===== config.mk =====
export PLATFORM = sky130hd
export DESIGN_NAME = punc_mem_arbiter
export DESIGN_NICKNAME = d
export VERILOG_FILES = /design/src/rtl/punc_mem_arbiter_pkg.sv /design/src/rtl/punc_rr_pick.sv /design/src/rtl/punc_mem_arbiter.sv
export SDC_FILE = /design/constraint.sdc
export NUM_CORES = 1
export LEC_CHECK = 0
export ABC_AREA = 1
export BUFFER_PORTS_ARGS = -buffer_cell sky130_fd_sc_hd__clkbuf_2
export CORE_MARGIN = 3
export CORE_UTILIZATION = 40
export DETAILED_ROUTE_END_ITERATION = 6
export PLACE_DENSITY_LB_ADDON = 0.15
export SYNTH_ARGS = -nofsm -noshare
export SYNTH_HDL_FRONTEND = slang
export SYNTH_HIERARCHICAL = 1
export SYNTH_SLANG_ARGS = --single-unit

===== constraint.sdc =====
create_clock -name clk -period 3.2 [get_ports clk]
set_input_delay 0.48 -clock clk [delete_from_list [all_inputs] [get_ports clk]]
set_output_delay 0.48 -clock clk [all_outputs]
set_load 0.01 [all_outputs]

===== src/rtl/punc_mem_arbiter_pkg.sv =====
// PUnC memory arbiter shared definitions.
// FSM state and owner encodings plus the wait-count helper.
package punc_mem_arbiter_pkg;

    typedef enum logic [1:0] {
        ARB_IDLE  = 2'd0,
        ARB_ISSUE = 2'd1,
        ARB_WAIT  = 2'd2,
        ARB_DONE  = 2'd3
    } arb_state_t;

    localparam logic OWN_CORE = 1'b0;
    localparam logic OWN_HOST = 1'b1;

    // Wait-state count loaded in ISSUE for a given read latency
    function automatic logic [1:0] wait_load(input int unsigned lat);
        return 2'(lat - 1);
    endfunction

endpackage


===== src/rtl/punc_rr_pick.sv =====
// Two-way round-robin picker for the PUnC memory arbiter.
// On a tie the requester that was not served last wins.
module punc_rr_pick (
    input  logic req0,
    input  logic req1,
    input  logic last,
    output logic gnt_valid,
    output logic gnt_id
);

    // Pick a winner among the active requests
    always_comb begin
        gnt_valid = req0 | req1;
        gnt_id    = 1'b0;
        if (req0 && req1) begin
            gnt_id = ~last;
        end else if (req1) begin
            gnt_id = 1'b1;
        end
    end

endmodule


===== src/rtl/punc_mem_arbiter.sv =====
// PUnC unified-memory arbiter: core and host share one memory port.
// Serialised req/ack transactions, round-robin on ties, host lock.
module punc_mem_arbiter
    import punc_mem_arbiter_pkg::*;
#(
    parameter int unsigned ADDR_W  = 16,
    parameter int unsigned DATA_W  = 16,
    parameter int unsigned MEM_LAT = 1
) (
    input  logic              clk,
    input  logic              rst,
    input  logic              c_req,
    input  logic              c_we,
    input  logic [ADDR_W-1:0] c_addr,
    input  logic [DATA_W-1:0] c_wdata,
    output logic              c_ack,
    output logic [DATA_W-1:0] c_rdata,
    input  logic              h_req,
    input  logic              h_we,
    input  logic [ADDR_W-1:0] h_addr,
    input  logic [DATA_W-1:0] h_wdata,
    output logic              h_ack,
    output logic [DATA_W-1:0] h_rdata,
    input  logic              h_lock,
    output logic              m_en,
    output logic              m_we,
    output logic [ADDR_W-1:0] m_addr,
    output logic [DATA_W-1:0] m_wdata,
    input  logic [DATA_W-1:0] m_rdata,
    output logic              busy
);

    arb_state_t        r_state;
    arb_state_t        w_next;
    logic              r_owner;
    logic              r_we;
    logic [ADDR_W-1:0] r_addr;
    logic [DATA_W-1:0] r_wdata;
    logic [1:0]        r_cnt;
    logic              r_last;
    logic              r_c_ack;
    logic              r_h_ack;
    logic              r_m_en;
    logic              r_m_we;
    logic              r_busy;
    logic [DATA_W-1:0] r_c_rdata;
    logic [DATA_W-1:0] r_h_rdata;

    logic              w_c_elig;
    logic              w_gnt_valid;
    logic              w_gnt_id;
    logic              w_gnt_we;
    logic [ADDR_W-1:0] w_gnt_addr;
    logic [DATA_W-1:0] w_gnt_wdata;
    logic              w_grant;
    logic              w_m_en_d;
    logic              w_m_we_d;
    logic              w_c_ack_d;
    logic              w_h_ack_d;
    logic              w_busy_d;

    // Lock keeps the core out of arbitration entirely
    assign w_c_elig = c_req & ~h_lock;

    punc_rr_pick u_pick (
        .req0      (w_c_elig),
        .req1      (h_req),
        .last      (r_last),
        .gnt_valid (w_gnt_valid),
        .gnt_id    (w_gnt_id)
    );

    assign w_gnt_we    = (w_gnt_id == OWN_HOST) ? h_we    : c_we;
    assign w_gnt_addr  = (w_gnt_id == OWN_HOST) ? h_addr  : c_addr;
    assign w_gnt_wdata = (w_gnt_id == OWN_HOST) ? h_wdata : c_wdata;
    assign w_grant     = (r_state == ARB_IDLE) && w_gnt_valid;

    // Next state and next registered output values
    always_comb begin
        w_next    = r_state;
        unique case (r_state)
            ARB_IDLE:  if (w_gnt_valid) w_next = ARB_ISSUE;
            ARB_ISSUE: w_next = (MEM_LAT <= 1) ? ARB_DONE : ARB_WAIT;
            ARB_WAIT:  if (r_cnt <= 2'd1) w_next = ARB_DONE;
            ARB_DONE:  w_next = ARB_IDLE;
        endcase
        w_m_en_d  = (w_next == ARB_ISSUE);
        w_m_we_d  = w_grant & w_gnt_we;
        w_c_ack_d = (w_next == ARB_DONE) && (r_owner == OWN_CORE);
        w_h_ack_d = (w_next == ARB_DONE) && (r_owner == OWN_HOST);
        w_busy_d  = (w_next != ARB_IDLE);
    end

    // State register and registered strobes
    always_ff @(posedge clk) begin
        if (!rst) begin
            r_state <= ARB_IDLE;
            r_m_en  <= 1'b0;
            r_m_we  <= 1'b0;
            r_c_ack <= 1'b0;
            r_h_ack <= 1'b0;
            r_busy  <= 1'b0;
        end else begin
            r_state <= w_next;
            r_m_en  <= w_m_en_d;
            r_m_we  <= w_m_we_d;
            r_c_ack <= w_c_ack_d;
            r_h_ack <= w_h_ack_d;
            r_busy  <= w_busy_d;
        end
    end

    // Latch the granted transaction; address/data hold afterwards
    always_ff @(posedge clk) begin
        if (!rst) begin
            r_owner <= OWN_CORE;
            r_we    <= 1'b0;
            r_addr  <= '0;
            r_wdata <= '0;
        end else if (w_grant) begin
            r_owner <= w_gnt_id;
            r_we    <= w_gnt_we;
            r_addr  <= w_gnt_addr;
            r_wdata <= w_gnt_wdata;
        end
    end

    // Read-latency wait counter
    always_ff @(posedge clk) begin
        if (!rst) begin
            r_cnt <= 2'd0;
        end else if (r_state == ARB_ISSUE) begin
            r_cnt <= wait_load(MEM_LAT);
        end else if (r_state == ARB_WAIT) begin
            r_cnt <= r_cnt - 2'd1;
        end
    end

    // Capture read data and record the owner on entry to DONE
    always_ff @(posedge clk) begin
        if (!rst) begin
            r_last    <= OWN_HOST;
            r_c_rdata <= '0;
            r_h_rdata <= '0;
        end else if (w_next == ARB_DONE) begin
            r_last <= r_owner;
            if (!r_we && r_owner == OWN_HOST) begin
                r_h_rdata <= m_rdata;
            end
            if (!r_we && r_owner == OWN_CORE) begin
                r_c_rdata <= m_rdata;
            end
        end
    end

    assign c_ack   = r_c_ack;
    assign h_ack   = r_h_ack;
    assign c_rdata = r_c_rdata;
    assign h_rdata = r_h_rdata;
    assign m_en    = r_m_en;
    assign m_we    = r_m_we;
    assign m_addr  = r_addr;
    assign m_wdata = r_wdata;
    assign busy    = r_busy;

endmodule


==> qor.txt <==
Setup TNS: 0 ns
Vias: 3230
Crit-path slowest cell: inv_2
max frequency: 0.543 GHz
Post-Synth Adder-Cell Area: 0.0185
syn_area_per_cell: 7.03 um^2
largest net degree at the start of global routing: 41
Worst Skew: 0.00637 ns
initial antenna violation count: 0
Clock transition at path regs: 0.08 ns
Clock Sinks: 76
hold crit path type: in2reg
syn_nets: 572
critical path class: reg2reg
Final Critical Period: 1.84 ns
CTS tree: built
RSZ-0062 raised after global routing: false
buffer type at the clock tree root: clkbuf_8
Final Max Slew Viols: 0
CP max FO: 40
most common cell in the netlist: nand2_1
vias in the first global route: 3183
fraction of registers with async set/reset: 0
sequential area share after synthesis: 0.451
CP endpoint kind: register
area growth from synthesis to layout: 30.4%
Final #Nets: 717
vias per inst: 4.41
DR pass1 iterations: 4
antenna viol nets, final: 0
PD cells: 870 nW/um^2
Resize count post-CTS: 0
largest family of logic cells by synthesized area: simple AND/OR/NAND/NOR gates
hpwl dp: 6190 um
final period utilization: 0.576
synthesis-stage register bit count: 76
setup violators final: 0
startpoint types: register
die area: 9570 um^2
number of I/O port buffers: 155
I/O Pins: 156
DR WL/cell: 11.2 um
DP Area: 4170 um^2
maximum vdd drop: 289 uV
total track usage: 0.173
Distinct cells, synth: 23
mux cell area share after synthesis: 0
final hold vios: 0
Main synth FF type: dfxtp_1
Cell Chain, Critical Path: inv_2 > ha_1 > nand2_1 > inv_2 > buf_4 > nand3_1 > o211ai_1 > inv_1
status: finished clean
Worst-Margin Slew: 0.583 ns
most used cell along the critical path: inv_2
Ant. Diodes: 0
Pleak: 2.56 nW
Simple-Gate Fraction of Synth Area: 0.316
post-synthesis compound-gate area fraction: 0.0801
die height: 97.9 um
cell accounting for the most synthesized area: dfxtp_1
share of the synthesized area in the top cell type: 0.451
GR Overflow Total: 0
Synth Cell Area: 3370 um^2
core area: 7970 um^2
chip width: 97.9 um
initial DRC count: 67
first-pass GRT wire length: 13800 um
Clock Latency Late Sink: 0.33 ns
Placement Rows: 32
gpl congestion: 0.791
DRC: 0
synth warn: 6
initial core utilization: 0.424
crit path DAT: 2.07 ns
CTS hold repair buffers: 0
top cells by area, synth: dfxtp_1 (45%), nand2_1 (15%), nor2_1 (8.5%)
layout cells sized above 1: 0.297
Post-Synth XOR/XNOR Area: 0.00260
Finished Cell Area: 4400 um^2
Required @ worst endpoint: 3.42 ns
Bufs on Longest Clock Path: 2
number of buffers created by CTS: 9
WL final: 8180 um
top post-synthesis cells by count: nand2_1 (136), dfxtp_1 (76), nor2_1 (76)
Max stage delay on crit path: 0.46 ns
Max-Slew Margin vs Limit: 0.611
post-synthesis cell count: 480
htree depth: 3
Max Cap Viol: 0
Post-synth EDFFs: 0
Setup Fix Bufs, Post-CTS: 0
## placed cells by master, fill, tap and decap left out
| master | netlist | routed |
|---|---|---|
| nand2_2 | 2 | 2 |
| dfxtp_1 | 76 | 76 |
| nand3_1 | 34 | 34 |
| or2_2 | 1 | 1 |
| nand4_4 | 2 | 2 |
| bufinv_16 | 0 | 3 |
| o211ai_1 | 32 | 32 |
| clkbuf_2 | 0 | 155 |
| or2_1 | 1 | 1 |
| inv_2 | 3 | 3 |
| clkbuf_8 | 0 | 9 |
| nand2_4 | 1 | 1 |
| nand2_1 | 136 | 136 |
| clkbuf_1 | 5 | 2 |
| nor2_1 | 76 | 76 |
| o21ai_0 | 2 | 2 |
| a21oi_1 | 4 | 3 |
| buf_4 | 1 | 6 |
| nor2_2 | 1 | 1 |
| ha_1 | 5 | 5 |
| inv_1 | 74 | 74 |
| clkinv_2 | 0 | 2 |
| xnor2_1 | 1 | 1 |
| nand3_2 | 1 | 1 |
| a21oi_2 | 0 | 1 |
| nor3_1 | 1 | 1 |
## logic make-up after synthesis
| family | count (synthesis) |
|---|---|
| compound gates | 38 |
| xor+xnor | 1 |
| fa+ha+maj | 5 |
| buf+inv | 104 |
| flops | 76 |
| simple gates | 256 |
## sequential cells by signal, indices dropped and copies added, names as in the netlist
signal / cells
h_rdata: 16
busy: 1
r_owner: 1
r_cnt: 2
m_wdata: 16
h_ack: 1
c_ack: 1
r_state: 2
m_addr: 16
r_we: 1
r_last: 1
m_en: 1
c_rdata: 16
m_we: 1
## worst max-delay path: cells and delay by family, from the launching register on
family          cells  cell delay (ns)
flops               1             0.34
simple gates        2             0.21
fa+ha+maj           1             0.17
compound gates      1             0.09
buf+inv             4             0.91
## worst paths after layout
kind / from / endpoint / slack, ns / depth (start not counted)
worst min-delay path: m_rdata[8] / h_rdata[8] / 0.39 / 3
worst min register to register: r_last / r_last / 0.50 / 2
worst max register to register: r_state[0] / m_addr[11] / 1.36 / 8
worst max-delay path: r_state[0] / m_addr[11] / 1.36 / 8
## stage by stage
step	setup WS [ns]	std cells	utilization	power (W)	hold slack [ns]
after CTS	1.36	732	0.552	0.00389	0.370
after floorplan	1.72	480	-	0.00254	0.429
after global routing	1.12	732	0.552	0.00417	0.384
final	1.36	732	0.552	0.00383	0.386
after detailed placement	1.03	716	0.523	0.00303	0.475
after global placement	1.09	716	0.523	0.00299	0.478
## final cells by class
type / count / area (um^2)
Sequential cell: 76 / 1520
Fill cell: 807 / 3570
Tap cell: 102 / 128
Timing Repair Buffer: 161 / 821
Multi-Input combinational cell: 300 / 1410
Clock buffer: 11 / 131
Inverter: 77 / 289
Clock inverter: 5 / 100
## power breakdown
part | internal (W) | leakage, nW | switching, W
Combinational | 0.000590 | 1.82 | 0.000950
Clock | 0.000516 | 0.117 | 0.000327
Sequential | 0.00128 | 0.625 | 0.000172
Total | 0.00238 | 2.56 | 0.00145
## metal layers
metal	wire length [um]	GRT usage
met5	0	0
met4	78	0.0575
met3	618	0.0536
met2	4020	0.306
met1	3460	0.198
Note: power is estimated with default switching activity, not from simulation.
